### config.mk
export PLATFORM = sky130hd
export DESIGN_NAME = period_meter
export DESIGN_NICKNAME = d
export VERILOG_FILES = /design/src/rtl/period_meter_pkg.sv /design/src/rtl/sync_edge_det.sv /design/src/rtl/period_meter.sv
export SDC_FILE = /design/constraint.sdc
export NUM_CORES = 1
export LEC_CHECK = 0
export CORE_UTILIZATION = 40
export DETAILED_ROUTE_END_ITERATION = 16
export HOLD_SLACK_MARGIN = 0.1
export SLEW_MARGIN = 0
export SYNTH_ARGS = -nofsm -noshare
export SYNTH_HDL_FRONTEND = slang
export SYNTH_HIERARCHICAL = 1
export SYNTH_SLANG_ARGS = --single-unit
### constraint.sdc
create_clock -name clk_i -period 2.8 [get_ports clk_i]
set_input_delay 0.42 -clock clk_i [delete_from_list [all_inputs] [get_ports clk_i]]
set_output_delay 0.42 -clock clk_i [all_outputs]
set_load 0.01 [all_outputs]
### src/rtl/period_meter_pkg.sv
// period_meter shared types and sizing helpers.
// State encoding plus accumulator/sample-count sizing.
package period_meter_pkg;

  typedef enum logic [1:0] {
    IDLE    = 2'd0,
    ARM     = 2'd1,
    MEASURE = 2'd2
  } state_e;

  localparam int DEF_CNT_W    = 16;
  localparam int DEF_SYNC     = 2;
  localparam int DEF_AVG_LOG2 = 2;

  localparam int ACC_W = DEF_CNT_W + DEF_AVG_LOG2;
  localparam int NSAMP = 1 << DEF_AVG_LOG2;

  // Accumulator must hold NSAMP samples of CNT_W bits.
  function automatic int acc_width(
    input int cnt_w,
    input int avg_log2
  );
    return cnt_w + avg_log2;
  endfunction

  function automatic int nsamp_of(
    input int avg_log2
  );
    return 1 << avg_log2;
  endfunction

endpackage

### src/rtl/sync_edge_det.sv
// Multi-flop synchroniser with rising-edge pulse.
// Ports: clk_i, rstn_i, async_i (async input), rise_o (1-cycle pulse).
module sync_edge_det #(
  parameter int SYNC_STAGES = 2
) (
  input  logic clk_i,
  input  logic rstn_i,
  input  logic async_i,
  output logic rise_o
);

  logic [SYNC_STAGES-1:0] sync_q;
  logic [SYNC_STAGES-1:0] sync_d;
  logic                   dly_q;
  logic                   dly_d;
  logic                   sync_s;

  assign sync_s = sync_q[SYNC_STAGES-1];

  always_comb begin
    sync_d = {sync_q[SYNC_STAGES-2:0], async_i};
    dly_d  = sync_s;
  end

  always_ff @(posedge clk_i or negedge rstn_i) begin
    if (!rstn_i) begin
      sync_q <= '0;
      dly_q  <= 1'b0;
    end else begin
      sync_q <= sync_d;
      dly_q  <= dly_d;
    end
  end

  assign rise_o = sync_s & ~dly_q;

endmodule

### src/rtl/period_meter.sv
// Averaged period meter for a slow clock-like input.
// Ports: clk_i, rstn_i, en_i, sig_i in; period_o/valid_o/ready_i result
// handshake; ovf_o (timeout, sticky), overrun_o (lost result, sticky).
module period_meter
  import period_meter_pkg::*;
#(
  parameter int CNT_W       = DEF_CNT_W,
  parameter int SYNC_STAGES = DEF_SYNC,
  parameter int AVG_LOG2    = DEF_AVG_LOG2
) (
  input  logic             clk_i,
  input  logic             rstn_i,
  input  logic             en_i,
  input  logic             sig_i,
  output logic [CNT_W-1:0] period_o,
  output logic             valid_o,
  input  logic             ready_i,
  output logic             ovf_o,
  output logic             overrun_o
);

  localparam int AccW = acc_width(CNT_W, AVG_LOG2);
  localparam int NsW  = AVG_LOG2 + 1;

  localparam logic [CNT_W-1:0] CntMax  = '1;
  localparam logic [CNT_W-1:0] CntLast =
    CntMax - CNT_W'(1);
  localparam logic [NsW-1:0]   NsLast  =
    NsW'(nsamp_of(AVG_LOG2) - 1);

  state_e           state_q;
  state_e           state_d;
  logic [CNT_W-1:0] cnt_q;
  logic [CNT_W-1:0] cnt_d;
  logic [AccW-1:0]  acc_q;
  logic [AccW-1:0]  acc_d;
  logic [NsW-1:0]   nsamp_q;
  logic [NsW-1:0]   nsamp_d;
  logic [CNT_W-1:0] period_q;
  logic [CNT_W-1:0] period_d;
  logic             valid_q;
  logic             valid_d;
  logic             ovf_q;
  logic             ovf_d;
  logic             overrun_q;
  logic             overrun_d;

  logic             rise;
  logic [CNT_W-1:0] sample;
  logic [AccW-1:0]  sum;
  logic [CNT_W-1:0] avg;
  logic             timeout;
  logic             load;

  sync_edge_det #(
    .SYNC_STAGES(SYNC_STAGES)
  ) u_sync (
    .clk_i  (clk_i),
    .rstn_i (rstn_i),
    .async_i(sig_i),
    .rise_o (rise)
  );

  assign sample  = cnt_q + CNT_W'(1);
  assign sum     = acc_q + AccW'(sample);
  assign avg     = CNT_W'(sum >> AVG_LOG2);
  // A sample of CntMax cannot be told from a
  // stuck input, so it is treated as a timeout.
  assign timeout = (cnt_q == CntLast);

  always_comb begin
    state_d   = state_q;
    cnt_d     = cnt_q;
    acc_d     = acc_q;
    nsamp_d   = nsamp_q;
    period_d  = period_q;
    valid_d   = valid_q;
    ovf_d     = ovf_q;
    overrun_d = overrun_q;
    load      = 1'b0;

    if (!en_i) begin
      state_d   = IDLE;
      cnt_d     = '0;
      acc_d     = '0;
      nsamp_d   = '0;
      valid_d   = 1'b0;
      ovf_d     = 1'b0;
      overrun_d = 1'b0;
    end else begin
      if (valid_q && ready_i) begin
        valid_d = 1'b0;
      end

      unique case (state_q)
        IDLE: begin
          cnt_d   = '0;
          acc_d   = '0;
          nsamp_d = '0;
          state_d = ARM;
        end
        ARM: begin
          if (rise) begin
            cnt_d   = '0;
            acc_d   = '0;
            nsamp_d = '0;
            state_d = MEASURE;
          end
        end
        MEASURE: begin
          if (timeout) begin
            ovf_d   = 1'b1;
            cnt_d   = '0;
            acc_d   = '0;
            nsamp_d = '0;
            state_d = ARM;
          end else if (rise) begin
            // This rise also opens the next period.
            cnt_d = '0;
            if (nsamp_q == NsLast) begin
              load    = 1'b1;
              acc_d   = '0;
              nsamp_d = '0;
            end else begin
              acc_d   = sum;
              nsamp_d = nsamp_q + NsW'(1);
            end
          end else begin
            cnt_d = cnt_q + CNT_W'(1);
          end
        end
        default: begin
          state_d = IDLE;
        end
      endcase

      // A load in the transfer cycle is not
      // an overrun: the old value was taken.
      if (load) begin
        period_d = avg;
        valid_d  = 1'b1;
        ovf_d    = 1'b0;
        if (valid_q && !ready_i) begin
          overrun_d = 1'b1;
        end
      end
    end
  end

  always_ff @(posedge clk_i or negedge rstn_i) begin
    if (!rstn_i) begin
      state_q   <= IDLE;
      cnt_q     <= '0;
      acc_q     <= '0;
      nsamp_q   <= '0;
      period_q  <= '0;
      valid_q   <= 1'b0;
      ovf_q     <= 1'b0;
      overrun_q <= 1'b0;
    end else begin
      state_q   <= state_d;
      cnt_q     <= cnt_d;
      acc_q     <= acc_d;
      nsamp_q   <= nsamp_d;
      period_q  <= period_d;
      valid_q   <= valid_d;
      ovf_q     <= ovf_d;
      overrun_q <= overrun_d;
    end
  end

  assign period_o  = period_q;
  assign valid_o   = valid_q;
  assign ovf_o     = ovf_q;
  assign overrun_o = overrun_q;

endmodule

# Word level (Yosys, flattened, before mapping)
# Cells that the tools add are included.
# op_classes
addsub	3
eq_ne	13
muxes	36
bitwise_logic	2
reduce_logical	10
# op_table
cell	n
$mux 18	5
$mux 16	4
$pmux 18 s3	1
$pmux 16 s3	1
$add 18x16->18	1
$add 16x1->16 const B	1
$eq 16x16->1 const B	1
$mux 1	15
$mux 3	5
$reduce_and 2->1	5
$ne 3x1->1 const B	3
$pmux 3 s3	1
$mux 2	3
$ne 3x3->1 const B	2
$pmux 2 s3	1
$ne 2x1->1 const B	2
$ne 4x1->1 const B	1
$ne 4x4->1 const B	1
$add 3x1->3 const B	1
$eq 3x2->1 const B	1
$reduce_and 3->1	1
$eq 2x1->1 const B	1
$eq 2x2->1 const B	1
$logic_and 1x1->1	2
other kinds (4)	4
# word_totals
register_bits	61
in_bits	5
out_inout_bits	19
word_cells	74

# Logic depth before layout (Yosys ltp)
# logic_depth
depth_word	8
mapped_depth	13
depth_no_buf	12

# Cells and area by module
# Netlist, hierarchy kept.
# by_module_without_submodules
module	instances	cells_each	area_per_inst_um2	seq_area_each_um2
period_meter	1	362	3474.6	1451.4
sync_edge_det	1	4	88.8	75.1

# Worst setup path after synthesis
# Ideal clock, no wire load.
# synth_path
path_kind	reg-to-reg
startpoint	register cnt_q[2]
endpoint	register period_q[12] (netlist: period_o[12])
setup_time_ns	0.125
t_arrival_ns	2.783
required_ns	2.675
slack_ns	-0.107
path_stages_with_launch	14
n_path_buf	1
path_cell_list	dfrtp_1 buf_2 and3_1 nand3_2 nor2_1 nand3_1 xnor2_1 ha_1 nand3_1 o211ai_1 a311o_1 a21oi_2 xnor2_1 mux2_2
# synth_between
elab_chain_cells	5
# synth_rtl
item	line_no	source
start, declared	period_meter.sv:33	logic [CNT_W-1:0] cnt_q;
start signal, assigned	period_meter.sv:162	cnt_q <= cnt_d;
parallel branches: the longest is 5 deep, another holds $add 18x16->18	-	
end signal, assigned	period_meter.sv:165	period_q <= period_d;
end, declared	period_meter.sv:39	logic [CNT_W-1:0] period_q;
# Several ways; the timed one is not identified. The select of a mux whose other input is x is not followed.
# A chain may end at the register's enable or synchronous reset.

# Final worst setup path
# layout_path
startpoint	register cnt_q[1]
endpoint	register acc_q[17]
# layout_between
elab_chain_cells	7
# layout_rtl
item	line_no	source
$add 16x1->16	period_meter.sv:64	assign sample = cnt_q + CNT_W'(1);
$add 18x16->18	period_meter.sv:65	assign sum = acc_q + AccW'(sample);
$mux 18	period_meter.sv:120	if (nsamp_q == NsLast) begin
$mux 18	period_meter.sv:117	end else if (rise) begin
$mux 18	period_meter.sv:111	if (timeout) begin
$pmux 18 s3	period_meter.sv:95	unique case (state_q)
$mux 18	period_meter.sv:82	if (!en_i) begin
end signal, assigned	period_meter.sv:154	acc_q <= '0;
end signal, assigned	period_meter.sv:163	acc_q <= acc_d;
end, declared	period_meter.sv:35	logic [AccW-1:0] acc_q;
# Several ways; a longest one is shown, not always the timed one. The select of a mux whose other input is x is not followed.

==> flow_summary.ini <==
[final_layout]
stdcell_count = 546
drive_above_1_share_pct = 24.9
fin_nets = 458
n_antenna_cell = 0
fill_cells = 807
final_area_sq_um = 4630
syn_to_final_growth_pct = 29.8
fin_util_pct = 53.3

[timing]
period_needed_ns = 2.80
worst_pin_slew_ns = 0.605
min_period_over_period_pct = 99.8
setup_viol = 0
hold_violations = 0
setup_ws_ns = 0.00423
rsz0062_at_grt = yes
holdWs_ns = 0.357
fin_skew_ns = 0.0127
finalSetupTns_ns = 0
final-max-slew-violation-count = 0
max_freq_mhz = 358
relSlewSlack_pct = 59.7

[placed_design]
place_area_sq_um = 4180
port-buffer-count = 23
dp_cells = 524
post-dp-hpwl_um = 6190
routabilityCongestion = 0.853
place_ws_ns = -0.0298

[clocking]
clockRootBuffer = clkbuf_8
path_clk_slew_ns = 0.07
clk_path_buf_depth = 2
cts.sinks = 61
cts_tree = built
ctsHtreeMaxLevel = 3
clk_latency_ns = 0.34
numCtsBuffers = 9

[drt]
wl_um = 8460
drc = 0
dr.pass1.iters = 4
drtIter0Drc = 99
vias = 2974
drtAntennaViolNets = 0
wl_per_cell_um = 15.5
vias_per_cell = 5.45

[global_route]
track_usage_pct = 19.4
grt_max_degree = 29
antenna_found_initial = 0
overflow = 0
grt_pass1_wl_um = 13600
first_global_vias = 2822

[setup_path]
worst-r2r-cell-count = 13
crit_type = reg2reg
rr_endpoint = acc_q[17]$_DFFE_PN0P_
cp.arrival_ns = 3.03
r2r_start = cnt_q[1]$_DFFE_PN0P_
start_kind = register
crit_required_ns = 3.03
cp_max_fo = 5
crit_path_end_kind = register
r2r_setup_slack_ns = 0.004

[synth]
synth.avg_cell_area_sq_um = 9.74
synth-edff-count = 0
synth-async-reset-ratio_pct = 100
synth_area_sq_um = 3560
synth_fp_nets = 391
ys_seq_area_share_pct = 42.8
syn-instance-count = 366
synth_warnings = 6
ys.flop_type = dfrtp_1
synth_cell_types = 57
ys_ff_latch = 61

[die]
die_h_um = 96.4
core_area_sq_um = 8680
io_pins = 24
num_rows = 34
die_area_sq_um = 9290
die_w_um = 96.4
start_util_pct = 41.1

[job]
maxCapViolCount = 0

[worst_hold_path]
min_to = u_sync/sync_q[1]$_DFF_PN0_
hold_path.class = reg2reg
hold_depth = 0
min_from = u_sync/sync_q[0]$_DFF_PN0_

[power_and_ir_drop]
p_total_mw = 1.84
power.density_nw_per_um2 = 397
leakage_nw = 2.13
vdd_drop_max_v = 0.000264

[outcome]
outcome = completed
-- logic make-up (layout without fill, tap and decap cells) --
| logic type | after synthesis | count (layout) | synth area share (%) |
|---|---|---|---|
| buffers and inverters | 19 | 91 | 2.67 |
| AND/OR/NAND/NOR | 122 | 122 | 16.5 |
| multiplexers | 7 | 7 | 2.18 |
| flip-flops | 61 | 61 | 42.8 |
| AO/OA/AOI/OAI | 110 | 110 | 21.9 |
| XOR/XNOR | 27 | 27 | 6.64 |
| adder cells (fa/ha/maj) | 20 | 20 | 7.23 |
-- power breakdown --
part	internal (mW)	switching [mW]	leakage [nW]
Combinational	0.0193	0.0413	1.18
Sequential	0.885	0.00370	0.842
Clock	0.524	0.364	0.112
-- critical path, stage by stage (launching register included) --
cell,delay [ns]
dfrtp_1,0.40
ha_4,0.17
nand4_1,0.13
nor2_2,0.19
buf_4,0.13
buf_4,0.11
nand3_4,0.10
xnor2_4,0.18
ha_4,0.32
and3_1,0.24
nand2_1,0.13
o31ai_4,0.25
o21bai_1,0.10
a22o_1,0.23
-- cell usage in the layout, fill, tap and decap left out, types with 4 or more instances in the layout --
cell type / Yosys / layout
buf_4: 1 / 46
nor2b_1: 6 / 6
a32o_1: 4 / 4
o31ai_1: 7 / 7
a21oi_1: 17 / 14
clkbuf_8: 0 / 10
dfrtp_1: 61 / 60
a211oi_2: 1 / 4
inv_1: 4 / 4
o21ai_0: 25 / 25
nand3_1: 15 / 13
nor3_1: 6 / 6
ha_1: 19 / 17
a21o_1: 5 / 5
xnor2_1: 18 / 15
clkdlybuf4s50_1: 0 / 22
a22o_1: 15 / 15
nor2_1: 24 / 20
o21a_1: 4 / 4
xor2_1: 9 / 9
mux2_2: 6 / 5
nand2_1: 46 / 45
nand4_1: 4 / 4
-- what timing repair did --
| item | in CTS | in global routing |
|---|---|---|
| hold buffers | 1 | 0 |
| buffers inserted | 2 | 3 |
| setup endpoints to repair | 2 | 13 |
| pin swaps | 3 | 19 |
| endpoints found under the hold margin | 23 | 0 |
| gates resized for setup | 2 | 30 |
-- flip-flops by register name, summed over array words and instances, names as in the netlist --
signal,cells
ovf_o,1
cnt_q,16
acc_q,18
state_q,2
valid_o,1
u_sync/sync_q,2
period_o,16
overrun_o,1
u_sync/dly_q,1
nsamp_q,3
-- final cells by class --
class	count	area [sq um]	area share, %
multi-input cells	286	2130	46.1
flip-flops and latches	61	1530	33.0
repair buffers	71	592	12.8
clock buffers	10	138	2.97
well taps	108	135	2.92
clock inverters	6	86.3	1.87
inverters	4	15.0	0.324
-- Yosys cell counts (all sizes together), types with 3 or more instances --
| library cell | n | share of area (%) |
|---|---|---|
| xnor2 | 18 | 4.4 |
| xor2 | 9 | 2.2 |
| nand3 | 17 | 2.7 |
| nor2b | 7 | 1.4 |
| mux2 | 6 | 1.9 |
| and3 | 4 | 0.70 |
| nand4 | 4 | 0.70 |
| o41ai | 3 | 0.74 |
| a32o | 4 | 1.1 |
| o21a | 4 | 0.84 |
| o31ai | 8 | 1.8 |
| a211oi | 5 | 1.2 |
| nor2 | 24 | 2.5 |
| buf | 11 | 1.8 |
| clkbuf | 4 | 0.46 |
| ha | 19 | 6.7 |
| dfrtp | 61 | 43 |
| a21o | 5 | 1.1 |
| a21oi | 18 | 2.6 |
| a22o | 15 | 3.7 |
| a31oi | 3 | 0.53 |
| nor3 | 6 | 0.84 |
| o21bai | 3 | 0.63 |
| o21ai | 30 | 4.3 |
| nand2 | 47 | 5.0 |
| inv | 4 | 0.42 |
| o211ai | 3 | 0.63 |
| and4 | 3 | 0.74 |
-- worst max path at each step --
stage                                to                  from  cells after the start
5_1_grt           acc_q[17]$_DFFE_PN0P_  cnt_q[1]$_DFFE_PN0P_                     13
6_report          acc_q[17]$_DFFE_PN0P_  cnt_q[1]$_DFFE_PN0P_                     13
2_1_floorplan     acc_q[17]$_DFFE_PN0P_  cnt_q[2]$_DFFE_PN0P_                     13
4_1_cts        period_o[12]$_DFFE_PN0P_  cnt_q[5]$_DFFE_PN0P_                     11
3_3_place_gp   period_o[12]$_DFFE_PN0P_  cnt_q[0]$_DFFE_PN0P_                     11
3_5_place_dp   period_o[12]$_DFFE_PN0P_  cnt_q[1]$_DFFE_PN0P_                     12
-- routing by layer --
layer	routed length, um	global-route usage (%)	vias to the layer above	part of all wire (%)
met5	0	0	-	0
met4	112	6.25	0	1.3
met3	262	4.54	9	3.1
met2	4000	31.2	60	47
met1	4090	25.9	1423	48
li1	-	-	1482	-
(Power assumes the default switching activity.)
